[src/rtl/expr_checker_n_if.sv]
// Character stream into the expression checker and its status back out.
// master = character source, slave = checker.
interface expr_checker_n_if #(
  parameter int unsigned DW = 3
);
  logic          restart;
  logic          in_valid;
  logic [7:0]    in;
  logic          out;
  logic          err;
  logic [DW-1:0] depth;

  modport master (
    output restart, in_valid, in,
    input  out, err, depth
  );

  modport slave (
    input  restart, in_valid, in,
    output out, err, depth
  );
endinterface

[src/rtl/expr_checker_n.sv]
// Streaming syntax checker for arithmetic expressions, one ASCII character per cycle.
// Supports multi-digit numbers, bounded parenthesis nesting, a configurable operator
// set and optional space skipping. Errors are sticky until clr or restart.
module expr_checker_n #(
  parameter int unsigned MAX_DEPTH  = 7,
  parameter int unsigned MAX_DIGITS = 4,
  parameter logic [3:0]  OP_MASK    = 4'b0101,
  parameter bit          SKIP_WS    = 1'b1
) (
  input logic            clk,
  input logic            clr,
  expr_checker_n_if.slave bus
);

  localparam int unsigned DW = $clog2(MAX_DEPTH + 1);
  localparam int unsigned CW = $clog2(MAX_DIGITS + 1);
  localparam logic [DW-1:0] DepthMax = DW'(MAX_DEPTH);
  localparam logic [CW-1:0] CntMax   = CW'(MAX_DIGITS);

  typedef enum logic [1:0] {StOpnd, StNum, StClose, StErr} state_e;

  state_e        state_q, state_d;
  logic [DW-1:0] depth_q, depth_d;
  logic [CW-1:0] cnt_q, cnt_d;
  logic          out_q, err_q;

  logic is_digit, is_open, is_close, is_space, is_op;

  // Classify the incoming character; disabled operators count as unknown.
  always_comb begin
    is_digit = (bus.in >= 8'h30) && (bus.in <= 8'h39);
    is_open  = (bus.in == 8'h28);
    is_close = (bus.in == 8'h29);
    is_space = (bus.in == 8'h20);
    is_op    = 1'b0;
    case (bus.in)
      8'h2B:   is_op = OP_MASK[0];
      8'h2D:   is_op = OP_MASK[1];
      8'h2A:   is_op = OP_MASK[2];
      8'h2F:   is_op = OP_MASK[3];
      default: is_op = 1'b0;
    endcase
  end

  // Next-state: anything not explicitly legal in the current state falls into StErr,
  // and depth/count are left untouched on that transition so they freeze.
  always_comb begin
    state_d = state_q;
    depth_d = depth_q;
    cnt_d   = cnt_q;
    if (bus.restart) begin
      state_d = StOpnd;
      depth_d = '0;
      cnt_d   = '0;
    end else if (bus.in_valid && (state_q != StErr) && !(is_space && SKIP_WS)) begin
      state_d = StErr;
      unique case (state_q)
        StOpnd: begin
          if (is_digit) begin
            state_d = StNum;
            cnt_d   = CW'(1);
          end else if (is_open && (depth_q != DepthMax)) begin
            state_d = StOpnd;
            depth_d = depth_q + DW'(1);
          end
        end
        StNum, StClose: begin
          if (is_digit && (state_q == StNum)) begin
            if (cnt_q != CntMax) begin
              state_d = StNum;
              cnt_d   = cnt_q + CW'(1);
            end
          end else if (is_op) begin
            state_d = StOpnd;
            cnt_d   = '0;
          end else if (is_close && (depth_q != '0)) begin
            state_d = StClose;
            depth_d = depth_q - DW'(1);
          end
        end
        default: state_d = StErr;
      endcase
    end
  end

  // State and registered outputs; outputs reflect the character consumed on this edge.
  always_ff @(posedge clk or negedge clr) begin
    if (!clr) begin
      state_q <= StOpnd;
      depth_q <= '0;
      cnt_q   <= '0;
      out_q   <= 1'b0;
      err_q   <= 1'b0;
    end else begin
      state_q <= state_d;
      depth_q <= depth_d;
      cnt_q   <= cnt_d;
      out_q   <= ((state_d == StNum) || (state_d == StClose)) && (depth_d == '0);
      err_q   <= (state_d == StErr);
    end
  end

  assign bus.out   = out_q;
  assign bus.err   = err_q;
  assign bus.depth = depth_q;

endmodule

[src/flat_wrapper.sv]
// flat-port wrapper written by rule: the top's interface ports become plain ports
module expr_checker_n_flat 
#(
  parameter int unsigned MAX_DEPTH  = 7,
  parameter int unsigned MAX_DIGITS = 4,
  parameter logic [3:0]  OP_MASK    = 4'b0101,
  parameter bit          SKIP_WS    = 1'b1
)
  (clk, clr, bus_restart, bus_in_valid, bus_in, bus_out, bus_err, bus_depth);
  expr_checker_n_if #(.DW(3)) bus_i ();
  input logic clk;
  input logic clr;
  input wire logic [$bits(bus_i.restart)-1:0] bus_restart;
  input wire logic [$bits(bus_i.in_valid)-1:0] bus_in_valid;
  input wire logic [$bits(bus_i.in)-1:0] bus_in;
  output wire logic [$bits(bus_i.out)-1:0] bus_out;
  output wire logic [$bits(bus_i.err)-1:0] bus_err;
  output wire logic [$bits(bus_i.depth)-1:0] bus_depth;
  assign bus_i.restart = bus_restart;
  assign bus_i.in_valid = bus_in_valid;
  assign bus_i.in = bus_in;
  assign bus_out = bus_i.out;
  assign bus_err = bus_i.err;
  assign bus_depth = bus_i.depth;
  expr_checker_n #(.MAX_DEPTH(MAX_DEPTH), .MAX_DIGITS(MAX_DIGITS), .OP_MASK(OP_MASK), .SKIP_WS(SKIP_WS)) u_core (.clk(clk), .clr(clr), .bus(bus_i));
endmodule
[config.mk]
export PLATFORM = sky130hd
export DESIGN_NAME = expr_checker_n_flat
export DESIGN_NICKNAME = d
export VERILOG_FILES = /design/src/rtl/expr_checker_n_if.sv /design/src/rtl/expr_checker_n.sv /design/src/flat_wrapper.sv
export SDC_FILE = /design/constraint.sdc
export NUM_CORES = 1
export LEC_CHECK = 0
export BUFFER_PORTS_ARGS = -buffer_cell sky130_fd_sc_hd__buf_2
export CORE_MARGIN = 10
export CORE_UTILIZATION = 50
export DETAILED_ROUTE_END_ITERATION = 10
export GPL_TIMING_DRIVEN = 0
export PLACE_DENSITY = 0.84
export SLEW_MARGIN = 10
export SYNTH_ARGS = -nofsm -noshare
export SYNTH_HDL_FRONTEND = slang
export SYNTH_SLANG_ARGS = --single-unit
[constraint.sdc]
create_clock -name clk -period 5 [get_ports clk]
set_input_delay 0.75 -clock clk [delete_from_list [all_inputs] [get_ports clk]]
set_output_delay 0.75 -clock clk [all_outputs]
set_load 0.1 [all_outputs]
==> results of run 1 <==
worst max-delay path by stage:
stage,endpoint,slack (ns),depth (start not counted)
floorplan,u_core.bus.out,2.25,9
global placement,u_core.bus.out,2.38,8
detailed placement,u_core.bus.out,2.34,8
CTS,u_core.bus.out,2.60,8
global route,u_core.bus.out,2.43,9
finish,u_core.bus.out,2.60,8
worst max-delay path: cells and delay by family:
| kind | cells | cell delay [ns] |
|---|---|---|
| and+or+nand+nor | 3 | 0.62 |
| AOI/OAI and AO/OA | 2 | 0.43 |
| adders and majority gates | 1 | 0.30 |
| muxes | 1 | 0.30 |
| buffers and inverters | 1 | 0.12 |
power by group through the flow:
stage               Sequential, mW  Combinational [mW]  Clock, mW
floorplan                    0.108              0.0378          0
global placement            0.0902              0.0732          0
detailed placement          0.0904              0.0751          0
CTS                         0.0890              0.0754     0.0506
global route                0.0898              0.0824     0.0567
finish                      0.0890              0.0753     0.0492
state kept, by name (all words and copies together) (netlist names):
| signal | cells |
|---|---|
| u_core.bus.out | 1 |
| u_core.state_q | 2 |
| u_core.bus.err | 1 |
| u_core.cnt_q | 3 |
| u_core.bus.depth | 3 |
layout make-up:
| type | instances | area, sq um | area share [%] |
|---|---|---|---|
| Clock buffer | 3 | 22.52 | 2.278 |
| Sequential cell | 10 | 250.2 | 25.32 |
| Multi-Input combinational cell | 73 | 566.8 | 57.34 |
| Tap cell | 16 | 20.02 | 2.025 |
| Inverter | 11 | 41.29 | 4.177 |
| Timing Repair Buffer | 16 | 80.08 | 8.101 |
| Buffer | 2 | 7.507 | 0.7595 |
per-layer routing:
metal / track usage [%] / wire, um / vias up / share of wire [%]
met4: 5.732 / 16 / 0 / 0.84
met5: 0 / 0 / - / 0
met3: 2.263 / 125 / 2 / 6.5
met2: 21.08 / 946 / 19 / 49
met1: 11.75 / 827 / 359 / 43
li1: - / - / 389 / -
cells in the final DEF, fill, tap and decap left out, types with 3 or more instances in the layout:
cell type	Yosys	final
clkbuf_4	0	3
nand2_1	3	3
o21ai_0	4	4
ha_1	11	11
inv_1	11	11
dfrtp_1	10	10
nand3_1	3	3
nor2_1	7	7
nor3_1	7	7
buf_2	0	16
a21oi_1	4	4
through the flow:
step	setup slack, ns	instances	hold slack [ns]	area (sq um)	total power, mW
6_report	2.601	131	0.3383	988.4	0.2134
3_3_place_gp	2.376	128	0.5383	965.9	0.1634
3_5_place_dp	2.337	128	0.5607	965.9	0.1655
4_1_cts	2.596	131	0.3394	988.4	0.2150
5_1_grt	2.430	131	0.3368	988.4	0.2288
2_1_floorplan	2.252	96	0.4544	865.8	0.1456
logic make-up after synthesis:
group | count (synthesis) | share of synthesized area [%]
and+or+nand+nor | 37 | 27.75
AOI/OAI and AO/OA | 22 | 18.21
buffers and inverters | 13 | 5.636
adders and majority gates | 11 | 15.90
DFF | 10 | 28.90
muxes | 3 | 3.613
==> impl_metrics.csv, run 1 <==
group,metric,value,unit
run_status,status,"finished, final reports clean",
floorplanning,io_pins,17,
setup_path,start_kind,"primary input",
global_routing,grt_pass1_vias,790,
sta,worst_pin_slew,0.4896,ns
yosys,synthTopCellsByArea,"dfrtp_1 (29%), ha_1 (16%), inv_1 (4.8%), nor3_1 (4.0%), nor2_1 (3.0%)",
setup_path,rr_worst_depth,9,
layout,fillers,144,
sta,min_period,2.399,ns
yosys,synth_ff_type,"dfrtp_1",
floorplanning,rows,14,
yosys,synth_top_cell_by_area,"dfrtp_1",
pwr,power.density,215.9,nW/um^2
pwr,p_int,0.1363,mW
layout,antennaDiodeCount,0,
layout,area_growth_syn_to_layout,14.16,%
sta,rsz0062_at_grt,"no",
layout,drive_above_1_share,24.35,%
yosys,synth_area,865.8,sq um
cts,cts_buffers,3,
detailed_routing,drc,0,
place,dpl.hpwl,1638,um
global_routing,grt_max_degree,11,
detailed_routing,detail-route-antenna-nets,0,
floorplanning,die_w,61.62,um
global_routing,overflow,0,
setup_path,end_kind,"flop",
floorplanning,start_util,54.92,%
sta,finalSetupViolCount,0,
pwr,power_frac_comb,35.3,%
cts,cts_max_path_buffers,2,
yosys,avgSynthCellArea,9.019,sq um
pwr,power_leakage,0.4591,nW
yosys,ys_types,39,
cts,post_cts_buffers,0,
layout,layout.nets,140,
setup_path,r2r_slack,2.63,ns
yosys,postSynthCellCount,96,
sta,relSlewSlack,67.59,%
setup_path,rr_startpoint,"u_core.bus.depth[0]",
setup_path,crit_path_max_incr_delay,0.36,ns
yosys,synth_top_area_share,28.90,%
setup_path,worst_ep_required_time,5.11,ns
detailed_routing,drt_pass1_iterations,6,
run,cap_violations,0,
setup_path,criticalPathCategory,"in -> reg",
global_routing,grtUsageTotal,11.36,%
setup_path,cp-startpoint,"bus_in[7]",
cts,cts.repair.resized,0,
yosys,syn-num-nets,119,
setup_path,path_cells,"buf_2, nor3b_4, nand4b_1, mux2_2, a21oi_1, a221oi_1, ha_1, nor4b_2",
cts,ctsHoldBuffers,0,
yosys,async_flop_share,100.0,%
sta,finClkSkew,0.002352,ns
place,io_buffers,16,
yosys,seq_area_frac_synth,28.90,%
yosys,yosysWarnings,0,
yosys,synthTopCellsByCount,"ha_1 (11), inv_1 (11), dfrtp_1 (10), nor2_1 (7), nor3_1 (7)",
cts,clock-sinks,10,
cts,clock_tree.root_cell,"clkbuf_4",
cts,clock_latency,0.25,ns
detailed_routing,vias,769,
pwr,clkPwrFrac,23.0,%
yosys,synth_edf_count,0,
detailed_routing,avgRoutedWirePerCell,14.61,um
sta,fin_crit_sh,47.98,%
sta,drv_slew,0,
pwr,irDropWorstVdd,176.0,uV
yosys,ys_ff_latch,10,
setup_path,crit_slowest_cell,"a221oi_1",
floorplanning,core,1577,sq um
worst_hold_path,hp-class,"in -> async",
setup_path,crit_path_max_fanout,5,
global_routing,antenna_found_initial,0,
floorplanning,die_h,61.62,um
detailed_routing,routed_wl,1914,um
pwr,p_seq_share,41.7,%
setup_path,timing.rr.end,"u_core.bus.out",
sta,tns,0,ns
detailed_routing,viasPerCell,5.870,
cts,cts_tree,"built",
global_routing,grt_first_pass_wirelength,3291,um
floorplanning,floorplan.die_area,3796,sq um
cts,cts.clk_slew.worst_paths,0.06,ns
layout,utilization,62.70,%
pwr,p_sw,0.07710,mW
detailed_routing,drt_iter0_markers,12,
setup_path,crit_arrival,2.51,ns
cts,htreeDepth,1,
pwr,swShare,36.13,%
place,place.gp.congestion,0.8680,
sta,fmax,0.4169,GHz
sta,finalHoldViolCount,0,
No activity file was read; power rests on OpenSTA's default activity.
==> run 2: changes to the inputs <==
--- a/config.mk
+++ b/config.mk
@@ -5,12 +5,14 @@
 export SDC_FILE = /design/constraint.sdc
 export NUM_CORES = 1
 export LEC_CHECK = 0
+export ABC_AREA = 1
 export BUFFER_PORTS_ARGS = -buffer_cell sky130_fd_sc_hd__buf_2
+export CORE_ASPECT_RATIO = 0.7
 export CORE_MARGIN = 10
-export CORE_UTILIZATION = 50
+export CORE_UTILIZATION = 49
 export DETAILED_ROUTE_END_ITERATION = 10
 export GPL_TIMING_DRIVEN = 0
-export PLACE_DENSITY = 0.84
+export PLACE_DENSITY = 0.86
 export SLEW_MARGIN = 10
 export SYNTH_ARGS = -nofsm -noshare
 export SYNTH_HDL_FRONTEND = slang
==> constraint.sdc (replaced) <==
create_clock -name clk -period 2.2 [get_ports clk]
set_input_delay 0.33 -clock clk [delete_from_list [all_inputs] [get_ports clk]]
set_output_delay 0.33 -clock clk [all_outputs]
set_load 0.1 [all_outputs]
==> run 2 against run 1 <==
Clock skew increased by 0.0039 ns. Hold slack improved by 0.095 ns. Non-clock buffer count is 1 higher. Clock power grew to 3.3 times the previous value. Largest power group unchanged. Largest cell class unchanged.
==> impl_metrics.csv, run 2 <==
group,metric,value,unit
sta,fmax,0.4899,GHz
yosys,synth_top_area_share,27.47,%
yosys,synth_top_cell_by_area,"dfrtp_1",
sta,drv_slew,0,
cts,clock-sinks,10,
cts,cts_max_path_buffers,2,
cts,cts_buffers,3,
setup_path,crit_arrival,2.19,ns
floorplanning,rows,12,
floorplanning,start_util,54.65,%
detailed_routing,routed_wl,2071,um
detailed_routing,drt_iter0_markers,28,
global_routing,grt.busiest_layer,"met2",
pwr,irDropWorstVdd,449.5,uV
detailed_routing,vias,866,
yosys,postSynthCellCount,125,
layout,layout.nets,170,
pwr,power.density,542.3,nW/um^2
global_routing,grt_util_met3,3.381,%
place,numPlacedInstances,162,
cts,cts.clk_slew.worst_paths,0.07,ns
sta,fin_crit_sh,92.79,%
yosys,yosysWarnings,0,
cts,cts_tree,"built",
floorplanning,die_w,71.53,um
pwr,power_leakage,0.5816,nW
sta,rsz0062_at_grt,"no",
run,cap_violations,0,
layout,utilization,63.96,%
global_routing,grtUsageTotal,10.33,%
place,io_buffers,16,
yosys,async_flop_share,100.0,%
layout,mostFrequentLayoutCells,"nand2_1 (25), inv_1 (19), nand3_1 (17)",
floorplanning,core,1667,sq um
setup_path,crit_path_max_fanout,9,
detailed_routing,detail-route-antenna-nets,0,
layout,layout_commonest_cell,"nand2_1",
yosys,seq_area_frac_synth,27.47,%
layout,drive_above_1_share,27.40,%
cts,clock_tree.root_cell,"clkbuf_4",
detailed_routing,viasPerCell,5.186,
sta,finalHoldViolCount,0,
global_routing,use_met2,17.38,%
sta,tns,0,ns
global_routing,grt_max_degree,11,
layout,antennaDiodeCount,0,
cts,htreeDepth,1,
detailed_routing,drc,0,
layout,area_growth_syn_to_layout,17.03,%
place,dpl.hpwl,1721,um
setup_path,end_kind,"flop",
floorplanning,die_h,56.07,um
yosys,ys_types,24,
yosys,avgSynthCellArea,7.287,sq um
floorplanning,io_pins,17,
setup_path,start_kind,"flop",
yosys,syn-num-nets,148,
place,place.gp.congestion,0.8043,
sta,min_period,2.041,ns
global_routing,grt_first_pass_wirelength,3588,um
yosys,ys_ff_latch,10,
layout,fin_cells,167,
yosys,synth.most_common_cell,"nand2_1",
global_routing,antenna_found_initial,0,
place,postPlaceCellArea,1020,sq um
global_routing,met1_usage,12.17,%
yosys,synth_ff_type,"dfrtp_1",
global_routing,grt_pass1_vias,853,
detailed_routing,drt_pass1_iterations,4,
sta,finClkSkew,0.006247,ns
floorplanning,floorplan.die_area,4011,sq um
sta,finalSetupViolCount,0,
yosys,synth_area,910.9,sq um
sta,worst_pin_slew,0.4968,ns
yosys,synthTopCellsByArea,"dfrtp_1 (27%), ha_1 (15%), nand2_1 (10%), nand3_1 (9.3%), inv_1 (7.8%)",
setup_path,worst_ep_required_time,2.35,ns
global_routing,overflow,0,
worst_hold_path,hp-class,"in -> reg",
sta,relSlewSlack,67.11,%
setup_path,criticalPathCategory,"reg -> reg",
yosys,synth_edf_count,0,
cts,clock_latency,0.26,ns
detailed_routing,avgRoutedWirePerCell,12.40,um
yosys,synthTopCellsByCount,"nand2_1 (25), inv_1 (19), nand3_1 (17), ha_1 (11), dfrtp_1 (10)",
run_status,status,"finished, final reports clean",
cts,post_cts_buffers,0,
layout,final_cell_area,1066,sq um
[run 2: layout make-up]
type	instances	area, sq um
Clock buffer	4	36.28
Inverter	22	83.83
Sequential cell	10	252.7
Multi-Input combinational cell	91	565.5
Fill cell	122	600.6
Tap cell	21	26.28
Timing Repair Buffer	17	90.09
Buffer	2	11.26
[run 2: cells by family (layout without fill, tap and decap cells)]
group | Yosys count | count (layout) | share of synthesized area [%]
flip-flops | 10 | 10 | 27.47
AO/OA/AOI/OAI | 10 | 10 | 6.044
adder cells (fa/ha/maj) | 11 | 11 | 15.11
AND/OR/NAND/NOR | 68 | 68 | 39.01
buffers and inverters | 24 | 45 | 10.44
XOR/XNOR | 2 | 2 | 1.923
[run 2: through the flow]
step | hold slack (ns) | worst slack, ns | total power, mW
4_1_cts | 0.4323 | 0.1881 | 0.5780
2_1_floorplan | 0.03441 | 0.08190 | 0.3653
6_report | 0.4335 | 0.1586 | 0.5781
3_5_place_dp | 0.1969 | 0.2056 | 0.4157
5_1_grt | 0.4775 | 0.02375 | 0.6182
3_3_place_gp | 0.1892 | 0.3081 | 0.4061
[run 2: critical path, stage by stage, from the launching register on]
cell,delay [ns]
dfrtp_1,0.43
inv_1,0.06
ha_1,0.27
clkbuf_1,0.32
nand3_1,0.14
a31oi_1,0.29
ha_1,0.28
nand3_1,0.08
nor2_1,0.04
[run 2: layer usage]
metal / wire length, um / vias up / part of all wire [%]
met5: 0 / - / 0
met3: 123 / 8 / 5.9
li1: - / 439 / -
met1: 950 / 391 / 46
met2: 948 / 28 / 46
met4: 48 / 0 / 2.3
[run 2: final timing paths]
path | startpoint | end | slack [ns] | cells past startpoint
setup / recovery | u_core.state_q[0] | u_core.bus.out | 0.16 | 8
hold / removal | bus_restart | u_core.bus.depth[2] | 0.43 | 5
setup reg to reg | u_core.state_q[0] | u_core.bus.out | 0.16 | 8
hold reg to reg | u_core.cnt_q[1] | u_core.cnt_q[1] | 0.57 | 2
max in group asynchronous | clr | u_core.bus.depth[1] | 1.51 | 2
min in group asynchronous | clr | u_core.bus.depth[2] | 0.48 | 2
[run 2: what timing repair did]
item                                    in CTS  in global routing
endpoints found under the setup margin       0                  0
hold buffers                                 1                  0
resized for setup                            0                  0
endpoints found under the hold margin       10                  0
[run 2: where the power goes]
| group | internal (mW) | switching, mW | leakage, nW | total, mW |
|---|---|---|---|---|
| clock network | 0.100 | 0.0629 | 0.0210 | 0.163 |
| logic | 0.0563 | 0.150 | 0.429 | 0.206 |
| registers | 0.197 | 0.0115 | 0.131 | 0.208 |
| total | 0.354 | 0.224 | 0.582 | 0.578 |
==> run 3: changes to the inputs <==
--- a/config.mk
+++ b/config.mk
@@ -7,12 +7,14 @@
 export LEC_CHECK = 0
 export ABC_AREA = 1
 export BUFFER_PORTS_ARGS = -buffer_cell sky130_fd_sc_hd__buf_2
+export CELL_PAD_IN_SITES_DETAIL_PLACEMENT = 1
+export CELL_PAD_IN_SITES_GLOBAL_PLACEMENT = 2
 export CORE_ASPECT_RATIO = 0.7
 export CORE_MARGIN = 10
-export CORE_UTILIZATION = 49
+export CORE_UTILIZATION = 27
 export DETAILED_ROUTE_END_ITERATION = 10
 export GPL_TIMING_DRIVEN = 0
-export PLACE_DENSITY = 0.86
+export PLACE_DENSITY = 0.84
 export SLEW_MARGIN = 10
 export SYNTH_ARGS = -nofsm -noshare
 export SYNTH_HDL_FRONTEND = slang
==> run 3 against run 2 <==
Die area is 53% higher. Clock-buffer cell count stayed put. Via count is 0.35% lower. Combinational power hardly changed. Sequential cell count stayed put. Total power is 12% higher. Sequential power hardly changed. Clock skew is 0.0026 ns lower. Critical endpoint unchanged. Largest power group is now the clock network.
==> impl_metrics.csv, run 3 (synthesis results as in run 2) <==
group,metric,value,unit
run_status,status,"finished, final reports clean",
detailed_routing,drt_iter0_markers,56,
sta,relSlewSlack,67.53,%
layout,mostFrequentLayoutCells,"nand2_1 (25), inv_1 (19), nand3_1 (17)",
setup_path,path_cells,"inv_1, ha_1, clkbuf_1, nand3_1, a31oi_1, ha_1, nand3_1, nor2_1",
global_routing,grt_pass1_vias,946,
global_routing,grt_max_degree,11,
cts,cts.repair.resized,0,
cts,clock_latency,0.24,ns
floorplanning,core,3191,sq um
setup_path,critPathTopFamily,"adder cells",
detailed_routing,top_layer,"met4",
detailed_routing,routed_wl,2342,um
pwr,irDropWorstVdd,382.4,uV
layout,layout.nets,170,
sta,setup_ws,0.1695,ns
detailed_routing,avgRoutedWirePerCell,12.73,um
setup_path,cp-startpoint,"u_core.state_q[0]",
cts,cts_max_path_buffers,2,
setup_path,end_kind,"flop",
floorplanning,rows,17,
sta,finalSetupViolCount,0,
cts,clock_tree.root_cell,"clkbuf_8",
global_routing,grt_first_pass_wirelength,4105,um
floorplanning,die_w,89.42,um
setup_path,r2r_slack,0.17,ns
worst_hold_path,hp-class,"in -> reg",
detailed_routing,detail-route-antenna-nets,0,
worst_hold_path,min_to,"u_core.bus.depth[2]",
floorplanning,die_h,68.60,um
sta,fin_crit_sh,92.30,%
pwr,total_power,0.6451,mW
floorplanning,floorplan.die_area,6134,sq um
pwr,power_leakage,0.5894,nW
detailed_routing,drc,0,
detailed_routing,drt_pass1_iterations,4,
setup_path,crit_path_max_incr_delay,0.43,ns
cts,post_cts_buffers,0,
setup_path,start_kind,"flop",
setup_path,crit_arrival,2.15,ns
setup_path,crit_slowest_cell,"dfrtp_1",
sta,finalHoldViolCount,0,
detailed_routing,dr_wl_met2,1102,um
setup_path,critical_path_buf_inv_count,2,
sta,drv_slew,0,
setup_path,rr_startpoint,"u_core.state_q[0]",
place,place_ws,0.1659,ns
floorplanning,io_pins,17,
pwr,power.density,583.2,nW/um^2
cts,cts.clk_slew.worst_paths,0.05,ns
detailed_routing,met3_length,73,um
layout,layout_commonest_cell,"nand2_1",
setup_path,timing.rr.end,"u_core.bus.out",
setup_path,crit_path_max_fanout,9,
setup_path,rr_worst_depth,8,
sta,worst_pin_slew,0.4905,ns
place,dpl.hpwl,1970,um
global_routing,grtUsageTotal,8.564,%
floorplanning,start_util,28.55,%
sta,fmax,0.4925,GHz
setup_path,criticalPathCategory,"reg -> reg",
cts,htreeDepth,1,
detailed_routing,vias,863,
sta,tns,0,ns
place,place.gp.congestion,0.7255,
cts,ctsHoldBuffers,1,
detailed_routing,wirelength_met1,1130,um
sta,finClkSkew,0.003691,ns
run,cap_violations,0,
sta,rsz0062_at_grt,"no",
layout,area_growth_syn_to_layout,21.43,%
sta,min_period,2.030,ns
global_routing,overflow,0,
worst_hold_path,min_from,"bus_restart",
cts,cts_tree,"built",
place,io_buffers,16,
setup_path,worst_ep_required_time,2.32,ns
worst_hold_path,min_path_cells,5,
sta,whs,0.4564,ns
cts,cts_buffers,3,
global_routing,antenna_found_initial,0,
cts,clock-sinks,10,
detailed_routing,viasPerCell,4.690,
layout,antennaDiodeCount,0,
layout,drive_above_1_share,27.40,%
run 3: cell counts in the layout (fill, tap and decap cells not counted):
Identical to the previous run, type by type.
run 3: layout make-up:
class / instances / area (sq um)
buffer: 2 / 11.26
clock buffer: 4 / 55.05
fill: 424 / 2085
inverter: 22 / 83.83
multi-input combinational: 91 / 565.5
sequential: 10 / 252.7
tap: 38 / 47.55
timing repair buffer: 17 / 90.09
run 3: worst max path at each step:
stage / slack (ns) / to / cells after the start
2_1_floorplan: 0.08 / u_core.bus.out / 8
3_3_place_gp: 0.25 / u_core.bus.out / 8
3_5_place_dp: 0.17 / u_core.bus.out / 8
4_1_cts: 0.15 / u_core.bus.out / 8
5_1_grt: 0.01 / u_core.bus.out / 8
6_report: 0.17 / u_core.bus.out / 8
run 3: worst reg2reg max path, delay by kind of cell, from the launching register on:
family,cells,cell delay [ns]
buffers and inverters,2,0.41
AO/OA/AOI/OAI,1,0.27
AND/OR/NAND/NOR,3,0.27
adder cells (fa/ha/maj),2,0.54
flip-flops,1,0.43
run 3: layer usage:
metal | up-vias | global-route usage [%]
li1 | 436 | -
met1 | 408 | 9.684
met2 | 15 | 15.09
met3 | 4 | 2.693
met4 | 0 | 2.964
met5 | - | 0
run 3: where the power goes:
group	internal, mW	switching, mW
clock	0.157	0.0722
sequential	0.198	0.0124
combinational	0.0562	0.149
run 3: stage by stage:
| step | instance area [sq um] | utilization (%) | std cells |
|---|---|---|---|
| floorplan | 913.4 | - | 125 |
| global placement | 1041 | 32.63 | 179 |
| detailed placement | 1041 | 32.63 | 179 |
| CTS | 1106 | 34.67 | 184 |
| global route | 1106 | 34.67 | 184 |
| finish | 1106 | 34.67 | 184 |
